**src/rtl/salu_arb_if.sv**
```systemverilog
// Request/response and salu drive signals shared between two requesters,
// the arbiter, and the salu datapath.
interface salu_arb_if #(
   parameter int WIDTH = 8
);
   logic             req0, req1;
   logic [3:0]       op0, op1;
   logic [WIDTH-1:0] a0, a1, b0, b1;
   logic             ack0, ack1;
   logic [WIDTH-1:0] rsp_data;
   logic             rsp_err;
   logic             rsp_id;
   logic [WIDTH-1:0] alu_opa, alu_opb;
   logic [3:0]       alu_mux;
   logic [WIDTH-1:0] alu_result;
   logic             busy;

   modport slave (
      input  req0, req1, op0, op1, a0, a1, b0, b1, alu_result,
      output ack0, ack1, rsp_data, rsp_err, rsp_id, alu_opa, alu_opb, alu_mux, busy
   );

   modport master (
      output req0, req1, op0, op1, a0, a1, b0, b1, alu_result,
      input  ack0, ack1, rsp_data, rsp_err, rsp_id, alu_opa, alu_opb, alu_mux, busy
   );
endinterface

```
**src/rtl/salu_arb.sv**
```systemverilog
// Two-requester round-robin front end for a single combinational salu:
// IDLE picks a winner and drives the salu, ISSUE lets it settle, DONE acks.
module salu_arb #(
   parameter int         WIDTH  = 8,
   parameter logic [3:0] OP_MAX = 4'hB
) (
   input logic       clk,
   input logic       rst_n,
   salu_arb_if.slave bus
);
   localparam logic [1:0] IDLE  = 2'd0;
   localparam logic [1:0] ISSUE = 2'd1;
   localparam logic [1:0] DONE  = 2'd2;

   logic [1:0]       state;
   logic             winner;
   logic             last;
   logic             illegal;
   logic [WIDTH-1:0] opa_q, opb_q, data_q;
   logic [3:0]       mux_q;
   logic             err_q, id_q;

   logic             pick;
   logic [3:0]       pick_op;
   logic [WIDTH-1:0] pick_a, pick_b;

   // On a tie the requester not served last wins; a lone request always wins.
   always_comb begin
      pick    = (bus.req0 & bus.req1) ? ~last : bus.req1;
      pick_op = pick ? bus.op1 : bus.op0;
      pick_a  = pick ? bus.a1  : bus.a0;
      pick_b  = pick ? bus.b1  : bus.b0;
   end

   always_ff @(posedge clk or negedge rst_n) begin
      if (!rst_n) begin
         state   <= IDLE;
         winner  <= 1'b0;
         last    <= 1'b1;
         illegal <= 1'b0;
         opa_q   <= '0;
         opb_q   <= '0;
         mux_q   <= 4'h0;
         data_q  <= '0;
         err_q   <= 1'b0;
         id_q    <= 1'b0;
      end else begin
         case (state)
            IDLE: begin
               if (bus.req0 | bus.req1) begin
                  state   <= ISSUE;
                  winner  <= pick;
                  opa_q   <= pick_a;
                  opb_q   <= pick_b;
                  illegal <= (pick_op > OP_MAX);
                  mux_q   <= (pick_op > OP_MAX) ? 4'h0 : pick_op;
               end
            end
            ISSUE: begin
               state  <= DONE;
               data_q <= illegal ? '0 : bus.alu_result;
               err_q  <= illegal;
               id_q   <= winner;
            end
            DONE: begin
               state <= IDLE;
               last  <= winner;
            end
            default: state <= IDLE;
         endcase
      end
   end

   // Acks decode straight from state so reset kills them asynchronously.
   assign bus.ack0     = (state == DONE) & ~winner;
   assign bus.ack1     = (state == DONE) &  winner;
   assign bus.busy     = (state != IDLE);
   assign bus.rsp_data = data_q;
   assign bus.rsp_err  = err_q;
   assign bus.rsp_id   = id_q;
   assign bus.alu_opa  = opa_q;
   assign bus.alu_opb  = opb_q;
   assign bus.alu_mux  = mux_q;
endmodule
```
**src/flat_wrapper.sv**
```systemverilog
// flat-port wrapper written by rule: the top's interface ports become plain ports
module salu_arb_flat 
#(
   parameter int         WIDTH  = 8,
   parameter logic [3:0] OP_MAX = 4'hB
)
  (clk, rst_n, bus_req0, bus_req1, bus_op0, bus_op1, bus_a0, bus_a1, bus_b0, bus_b1, bus_alu_result, bus_ack0, bus_ack1, bus_rsp_data, bus_rsp_err, bus_rsp_id, bus_alu_opa, bus_alu_opb, bus_alu_mux, bus_busy);
  salu_arb_if #(.WIDTH(WIDTH)) bus_i ();
  input logic clk;
  input logic rst_n;
  input wire logic [$bits(bus_i.req0)-1:0] bus_req0;
  input wire logic [$bits(bus_i.req1)-1:0] bus_req1;
  input wire logic [$bits(bus_i.op0)-1:0] bus_op0;
  input wire logic [$bits(bus_i.op1)-1:0] bus_op1;
  input wire logic [$bits(bus_i.a0)-1:0] bus_a0;
  input wire logic [$bits(bus_i.a1)-1:0] bus_a1;
  input wire logic [$bits(bus_i.b0)-1:0] bus_b0;
  input wire logic [$bits(bus_i.b1)-1:0] bus_b1;
  input wire logic [$bits(bus_i.alu_result)-1:0] bus_alu_result;
  output wire logic [$bits(bus_i.ack0)-1:0] bus_ack0;
  output wire logic [$bits(bus_i.ack1)-1:0] bus_ack1;
  output wire logic [$bits(bus_i.rsp_data)-1:0] bus_rsp_data;
  output wire logic [$bits(bus_i.rsp_err)-1:0] bus_rsp_err;
  output wire logic [$bits(bus_i.rsp_id)-1:0] bus_rsp_id;
  output wire logic [$bits(bus_i.alu_opa)-1:0] bus_alu_opa;
  output wire logic [$bits(bus_i.alu_opb)-1:0] bus_alu_opb;
  output wire logic [$bits(bus_i.alu_mux)-1:0] bus_alu_mux;
  output wire logic [$bits(bus_i.busy)-1:0] bus_busy;
  assign bus_i.req0 = bus_req0;
  assign bus_i.req1 = bus_req1;
  assign bus_i.op0 = bus_op0;
  assign bus_i.op1 = bus_op1;
  assign bus_i.a0 = bus_a0;
  assign bus_i.a1 = bus_a1;
  assign bus_i.b0 = bus_b0;
  assign bus_i.b1 = bus_b1;
  assign bus_i.alu_result = bus_alu_result;
  assign bus_ack0 = bus_i.ack0;
  assign bus_ack1 = bus_i.ack1;
  assign bus_rsp_data = bus_i.rsp_data;
  assign bus_rsp_err = bus_i.rsp_err;
  assign bus_rsp_id = bus_i.rsp_id;
  assign bus_alu_opa = bus_i.alu_opa;
  assign bus_alu_opb = bus_i.alu_opb;
  assign bus_alu_mux = bus_i.alu_mux;
  assign bus_busy = bus_i.busy;
  salu_arb #(.WIDTH(WIDTH), .OP_MAX(OP_MAX)) u_core (.clk(clk), .rst_n(rst_n), .bus(bus_i));
endmodule
```
**config.mk**
```make
export PLATFORM = sky130hd
export DESIGN_NAME = salu_arb_flat
export DESIGN_NICKNAME = d
export VERILOG_FILES = /design/src/rtl/salu_arb_if.sv /design/src/rtl/salu_arb.sv /design/src/flat_wrapper.sv
export SDC_FILE = /design/constraint.sdc
export NUM_CORES = 1
export LEC_CHECK = 0
export BUFFER_PORTS_ARGS = -buffer_cell sky130_fd_sc_hd__buf_2
export CAP_MARGIN = 20
export CORE_ASPECT_RATIO = 0.5
export CORE_MARGIN = 2
export CORE_UTILIZATION = 30
export CTS_CLUSTER_DIAMETER = 150
export DETAILED_ROUTE_END_ITERATION = 12
export REMOVE_ABC_BUFFERS = 1
export SLEW_MARGIN = 20
export SYNTH_ARGS = -nofsm -noshare
export SYNTH_HDL_FRONTEND = slang
export SYNTH_SLANG_ARGS = --single-unit
```
**constraint.sdc**
```tcl
create_clock -name clk -period 2.23 [get_ports clk]
set_input_delay 0.446 -clock clk [delete_from_list [all_inputs] [get_ports clk]]
set_output_delay 0.446 -clock clk [all_outputs]
set_load 0.01 [all_outputs]
```
# Word-level counts from Yosys, hierarchy flattened
# Index checks and enable logic that the tools add are counted.
dict set report word_totals {
  ff_bits 35
  out_inout_bits 33
  word_cells 31
}
dict set report op_classes {
  magnitude_cmp 1
  n_eq_ne 3
  n_mux 8
  bitwise_logic 6
  n_reduce_logical 3
}
# op n
set op_table {}
lappend op_table {{2-to-1 mux 8 bit} 3}
lappend op_table {{2-to-1 mux 4 bit} 2}
lappend op_table {{greater-than comparator 4 bit, second input constant} 1}
lappend op_table {{one-hot mux 2 bit (2 select lines)} 1}
lappend op_table {{bitwise AND 1 bit} 3}
lappend op_table {{equality test 2 x 1 -> 1 bit, second input constant} 1}
lappend op_table {{equality test 2 bit, second input constant} 1}
lappend op_table {{zero test 2 bit} 1}
lappend op_table {{2-to-1 mux 2 bit} 1}
lappend op_table {{inequality test 2 x 1 -> 1 bit, second input constant} 1}
lappend op_table {{inverter 1 bit} 2}
lappend op_table {{AND reduction 2 bit} 1}
lappend op_table {{nonzero test 2 bit} 1}
lappend op_table {{2-to-1 mux 1 bit} 1}
lappend op_table {{bitwise OR 1 bit} 1}

# Logic depth before layout (Yosys ltp)
# Gate-level depths: netlist (run 1).
dict set report logic_depth {
  word_depth 5
  mapped_depth 4
  mapped_depth_nobuf 3
}

# Worst setup path before layout (run 1)
# No wires, ideal clock.
dict set report synth_timing {
  kind {input to register}
  from {in bus_req1}
  to {reg u_core.opa_q[6], in the netlist u_core.bus.alu_opa[6]}
  setup_ns 0.125
  arrival_time_ns 1.489
  required_time_ns 2.105
  slack_ns 0.616
  stages 4
  n_path_buf 1
  path_cell_list {a21boi_4 > buf_4 > mux2_2 > mux2_2}
}
dict set report synth_via {
  elab_chain_len 3
  elab_cells_between_ends 5
}
# item line
set synth_lines {}
lappend synth_lines {{from (decl)} flat_wrapper.sv:12} ;# input wire logic [$bits(bus_i.req1)-1:0] bus_req1;
lappend synth_lines {{bitwise AND 1 bit} salu_arb.sv:29} ;# pick = (bus.req0 & bus.req1) ? ~last : bus.req1;
lappend synth_lines {{2-to-1 mux 1 bit} salu_arb.sv:29}
lappend synth_lines {{2-to-1 mux 8 bit} salu_arb.sv:31} ;# pick_a = pick ? bus.a1 : bus.a0;
lappend synth_lines {{to (signal assigned)} salu_arb.sv:53} ;# opa_q <= pick_a;
lappend synth_lines {{to (decl)} salu_arb.sv:19} ;# logic [WIDTH-1:0] opa_q, opb_q, data_q;
# Parallel ways exist; a longest one is shown, timed or not.
# A chain may end at the register's enable or synchronous reset.

# Final worst setup path (run 1)
dict set report layout_timing {
  from {reg u_core.state[1]}
  to {out bus_busy}
}
dict set report layout_via {
  elab_chain_len 1
}
# item line
set layout_lines {}
lappend layout_lines {{from (decl)} salu_arb.sv:15} ;# logic [1:0] state;
lappend layout_lines {{from (signal assigned)} salu_arb.sv:37} ;# state <= IDLE;
lappend layout_lines {{from (signal assigned)} salu_arb.sv:51} ;# state <= ISSUE;
lappend layout_lines {{from (signal assigned)} salu_arb.sv:60} ;# state <= DONE;
lappend layout_lines {{nonzero test 2 bit} salu_arb.sv:77} ;# assign bus.busy = (state != IDLE);
lappend layout_lines {{to (decl)} flat_wrapper.sv:28} ;# output wire logic [$bits(bus_i.busy)-1:0] bus_busy;
# Every way passes these cells.

==> impl_metrics.json, run 1 <==
{
  "grt_setup_unrepaired": "no",
  "fin_tns_setup_ns": 0,
  "start_util_pct": 30.7,
  "grt_max_degree": 36,
  "grt_use_total_pct": 12.2,
  "drtIter0Drc": 28,
  "avgSynthCellArea_um2": 12.2,
  "slew_headroom_pct": 48.0,
  "fin_crit_ns": 1.72,
  "synth_cell_types": 23,
  "layout.nets": 275,
  "max-cap-violations": 0,
  "clock_latency_ns": 0.28,
  "rows": 19,
  "seq_area_frac_synth_pct": 53.0,
  "hold_buffers": 0,
  "fin_crit_sh_pct": 77.3,
  "ys_warn_count": 0,
  "hold_violations": 0,
  "vias_per_cell": 4.47,
  "gr-total-overflow": 0,
  "n_antenna_cell": 0,
  "dr.pass1.iters": 4,
  "post_dp_cell_area_um2": 2150,
  "p_per_area_nw_per_um2": 1290,
  "die_height_um": 56.5,
  "cp-start-kind": "flop",
  "syn2layout_area_growth_pct": 37.1,
  "end_kind": "output port",
  "cts_setup_buffers": 0,
  "drive_above_1_share_pct": 60.3,
  "syn_inst": 136,
  "cts_root_buf": "clkbuf_8",
  "htreeDepth": 2,
  "hpwl_um": 2700,
  "cts_made_buffers": 5,
  "cts_resized": 0,
  "p_leak_nw": 1.12,
  "die-width_um": 109,
  "die_area_um2": 6160,
  "numPortBuffers": 84,
  "tightest_slew_ns": 0.781,
  "power_w": 0.00292,
  "grt_pass1_wl_um": 5950,
  "tritoncts": "built",
  "yosys.area.top_type": "dfrtp_1",
  "clock_sinks": 35,
  "drtAntennaViolNets": 0,
  "crit_required_ns": 1.78,
  "ys_seq_elements": 35,
  "r2r_setup_slack_ns": 0.62,
  "finClkSkew_ns": 0.00878,
  "place.gp.congestion": 0.674,
  "setup_violations": 0,
  "synth.area.top_cells": "dfrtp_1 (51%), mux2_2 (23%), nand2b_1 (4.5%)",
  "critPathKind": "flop to output port",
  "max_freq_ghz": 0.580,
  "n_fill_cell": 554,
  "drc_errors": 0,
  "vias": 1328,
  "ir_drop_mv": 0.354,
  "wire_per_inst_um": 12.0,
  "path_clk_slew_ns": 0.08,
  "core_um2": 5400,
  "grt_antenna_before_repair": 0,
  "fin_area_um2": 2270,
  "run_status": "finished, final reports clean",
  "netlist.area_leader.share_pct": 51.4,
  "synth_area_um2": 1650,
  "grt_pass1_vias": 1338,
  "wirelength_um": 3560,
  "hp-class": "input pin to asynchronous set/reset pin",
  "clockBufferDepth": 2,
  "maxSlewViolCount": 0,
  "crit_fanout": 6,
  "io_pins": 85,
  "worstPathArrival_ns": 1.28
}
[through the flow]
stage	hold WS [ns]	setup WS (ns)	cells	util (%)
finish	0.244	0.505	297	42.0
global route	0.312	0.401	297	42.0
CTS	0.271	0.493	297	42.0
detailed placement	0.469	0.443	289	39.8
global placement	0.460	0.480	289	39.8
floorplan	0.150	0.366	129	-
[final cells by class]
cell class	instances	area [um2]	share of cell area [%]
Sequential cell	35	877	38.7
Multi-Input combinational cell	91	727	32.1
Timing Repair Buffer	87	443	19.5
Tap cell	73	91.3	4.03
Clock buffer	6	82.6	3.64
Clock inverter	2	35.0	1.55
Inverter	3	11.3	0.497
[flip-flops by register name, indices dropped and copies added, names as in the netlist]
name and cells:
u_core.bus.alu_opb 8, u_core.bus.rsp_id 1, u_core.bus.alu_opa 8, u_core.bus.rsp_data 8, u_core.bus.alu_mux 4, u_core.bus.rsp_err 1, u_core.illegal 1, u_core.state 2
u_core.winner 1, u_core.last 1
[cells in the mapped netlist, drive strengths merged]
master / number
nor2: 4
nor3: 1
o21ai: 10
or2: 1
a21o: 1
inv: 3
dfstp: 1
mux2i: 1
dfrtp: 34
a21boi: 1
a31oi: 2
nand3b: 2
nand2: 12
a221oi: 2
mux2: 34
buf: 5
clkbuf: 2
or3b: 2
a2111oi: 2
nand2b: 12
a21oi: 4
[final timing paths]
path | startpoint | end | cells after the start
worst max-delay path | u_core.state[1] | bus_busy | 3
worst min-delay path | rst_n | u_core.bus.alu_opb[2] | 1
worst max register to register | u_core.last | u_core.bus.alu_mux[0] | 4
worst min register to register | u_core.bus.rsp_data[5] | u_core.bus.rsp_data[5] | 2
max in group asynchronous | rst_n | u_core.bus.alu_opa[1] | 1
min in group clk | bus_alu_result[4] | u_core.bus.rsp_data[4] | 3
[power breakdown]
group          switching (W)  internal [W]
clock               0.000226      0.000362
combinational       0.000580      0.000609
sequential          0.000187      0.000952
total               0.000993       0.00192
[cells by family after synthesis]
kind of cell / share of synthesized area, %
flops: 53.0
buf+inv: 3.40
mux: 23.8
simple gates: 11.1
compound gates: 8.70
[cell usage in the layout, fill, tap and decap left out, types with 3 or more instances in the layout]
cell	count
nand2_1	12
dfrtp_1	34
o21ai_0	10
buf_2	84
inv_1	3
clkbuf_8	6
a21oi_1	4
mux2_2	34
nand2b_1	12
buf_4	3
nor2_1	4
[routing by layer]
| metal | up-vias | share of wire, % | track usage [%] |
|---|---|---|---|
| li1 | 650 | - | - |
| met1 | 656 | 42 | 13.8 |
| met2 | 20 | 54 | 22.7 |
| met3 | 2 | 3.6 | 3.25 |
| met4 | 0 | 0.51 | 3.30 |
| met5 | - | 0 | 0 |
[critical path, cell delays in order, from the launching register on]
cell,delay (ns)
dfrtp_1,0.46
nor2_1,0.33
inv_1,0.07
buf_2,0.14
Power figures use the tool's default switching activity.
==> run 2: changes to the inputs <==
Clock period 2.23 ns to 1.5 ns, I/O delays scaled along.
==> impl_metrics.json, run 2 (synthesis gave the netlist of run 1 again) <==
{
  "clock_sinks": 35,
  "finClkSkew_ns": 0.00592,
  "cts_made_buffers": 5,
  "grt_setup_unrepaired": "yes",
  "layout_setup_ws_ns": -0.0275,
  "core_um2": 5400,
  "grt_pass1_wl_um": 6290,
  "cp-start-kind": "flop",
  "drc_errors": 0,
  "dr.pass1.iters": 4,
  "vias_per_cell": 4.44,
  "max_freq_ghz": 0.655,
  "numPortBuffers": 84,
  "hold_violations": 0,
  "vias": 1395,
  "crit_fanout": 11,
  "maxSlewViolCount": 0,
  "critPathKind": "flop to flop",
  "grt_use_total_pct": 13.3,
  "tritoncts": "built",
  "cts_root_buf": "clkbuf_8",
  "tightest_slew_ns": 0.587,
  "fin_hold_ws_ns": 0.270,
  "end_kind": "flop",
  "hp-class": "input pin to flop",
  "clockBufferDepth": 2,
  "post_dp_cell_area_um2": 2200,
  "drive_above_1_share_pct": 66.0,
  "r2r_setup_slack_ns": -0.03,
  "crit_required_ns": 1.67,
  "grt_max_degree": 27,
  "reg2reg_depth": 3,
  "layout.nets": 293,
  "syn2layout_area_growth_pct": 48.4,
  "gr-total-overflow": 0,
  "max-cap-violations": 0,
  "place_ws_ns": -0.271,
  "drtIter0Drc": 49,
  "worst-path-buf-inv": 1,
  "p_leak_nw": 1.20,
  "cp_cell_sequence": "buf_4 -> nor3_4 -> mux2_2",
  "clock_latency_ns": 0.28,
  "p_per_area_nw_per_um2": 1860,
  "cp_top_family": "simple AND/OR/NAND/NOR gates",
  "hpwl_um": 2770,
  "htreeDepth": 2,
  "fin_area_um2": 2450,
  "wirelength_um": 3970,
  "final_common_cell": "buf_2",
  "wire_per_inst_um": 12.7,
  "start_util_pct": 30.7,
  "rows": 19,
  "whs_path_depth": 3,
  "die_height_um": 56.5,
  "grt_pass1_vias": 1369,
  "die_area_um2": 6160,
  "whs_endpoint": "u_core.bus.rsp_data[7]",
  "failed_checks": "setup timing",
  "worstPathArrival_ns": 1.70,
  "path_clk_slew_ns": 0.07,
  "min_from": "bus_alu_result[7]",
  "run_status": "complete, but fails checks",
  "place.gp.congestion": 0.713,
  "ir_drop_mv": 0.535,
  "grt_antenna_before_repair": 0,
  "io_pins": 85,
  "mostFrequentLayoutCells": "buf_2 (83), mux2_2 (34), dfrtp_1 (32)",
  "drtAntennaViolNets": 0,
  "n_antenna_cell": 0,
  "critPathSlowestCell": "nor3_4",
  "setup_violations": 6,
  "reg2reg_to": "u_core.bus.alu_opb[1]",
  "die-width_um": 109,
  "crit_path_max_incr_delay_ns": 0.46,
  "fin_crit_sh_pct": 102,
  "fin_crit_ns": 1.53,
  "fin_tns_setup_ns": -0.154,
  "worstReg2RegStart": "u_core.state[0]",
  "slew_headroom_pct": 60.7
}
## run 2: final cells by class
class	count	area, um2
Multi-Input combinational cell	92	786
Clock inverter	1	5.00
Fill cell	511	2940
Clock buffer	6	82.6
Inverter	3	11.3
Timing Repair Buffer	104	599
Sequential cell	35	880
Tap cell	73	91.3
## run 2: worst max path at each step
stage                               start               endpoint  slack [ns]  cells past startpoint
after global routing      u_core.state[0]               bus_ack0       -0.08                      4
after global placement           bus_req1  u_core.bus.alu_opa[1]       -0.23                      4
after CTS                 u_core.state[1]  u_core.bus.alu_opb[1]       -0.12                      2
after detailed placement         bus_req1  u_core.bus.alu_opa[5]       -0.27                      4
final                     u_core.state[0]  u_core.bus.alu_opb[1]       -0.03                      3
after floorplan           u_core.state[1]  u_core.bus.alu_opa[0]       -0.35                      2
## run 2: worst register-to-register path, cell delays in order, from the launching register on
cell,delay (ns)
dfrtp_2,0.43
buf_4,0.15
nor3_4,0.46
mux2_2,0.39
## run 2: metal layers
metal | routed length [um] | track usage (%) | vias up | part of all wire (%)
li1 | - | - | 688 | -
met1 | 1720 | 16.0 | 674 | 43
met2 | 2030 | 23.2 | 23 | 51
met3 | 146 | 2.79 | 10 | 3.7
met4 | 70 | 5.49 | 0 | 1.8
met5 | 0 | 0 | - | 0
## run 2: timing repair
action,in CTS,in global routing
resized for setup,8,10
hold buffers,1,0
hold endpoints to repair,15,0
endpoints found under the setup margin,25,21
gates cloned,1,0
pin swaps,3,5
buffers inserted,5,6
## run 2: power breakdown
part	internal [W]	switching (W)	leakage [nW]
sequential	0.00142	0.000276	0.418
clock	0.000360	0.000312	0.0470
combinational	0.00117	0.00104	0.738
total	0.00295	0.00163	1.20
## run 2: metrics by stage
step,power (W),utilization [%],instances
after floorplan,0.00274,-,129
after detailed placement,0.00357,40.8,294
after CTS,0.00444,44.0,308
after global routing,0.00490,45.5,314
after global placement,0.00353,40.8,294
final,0.00458,45.5,314
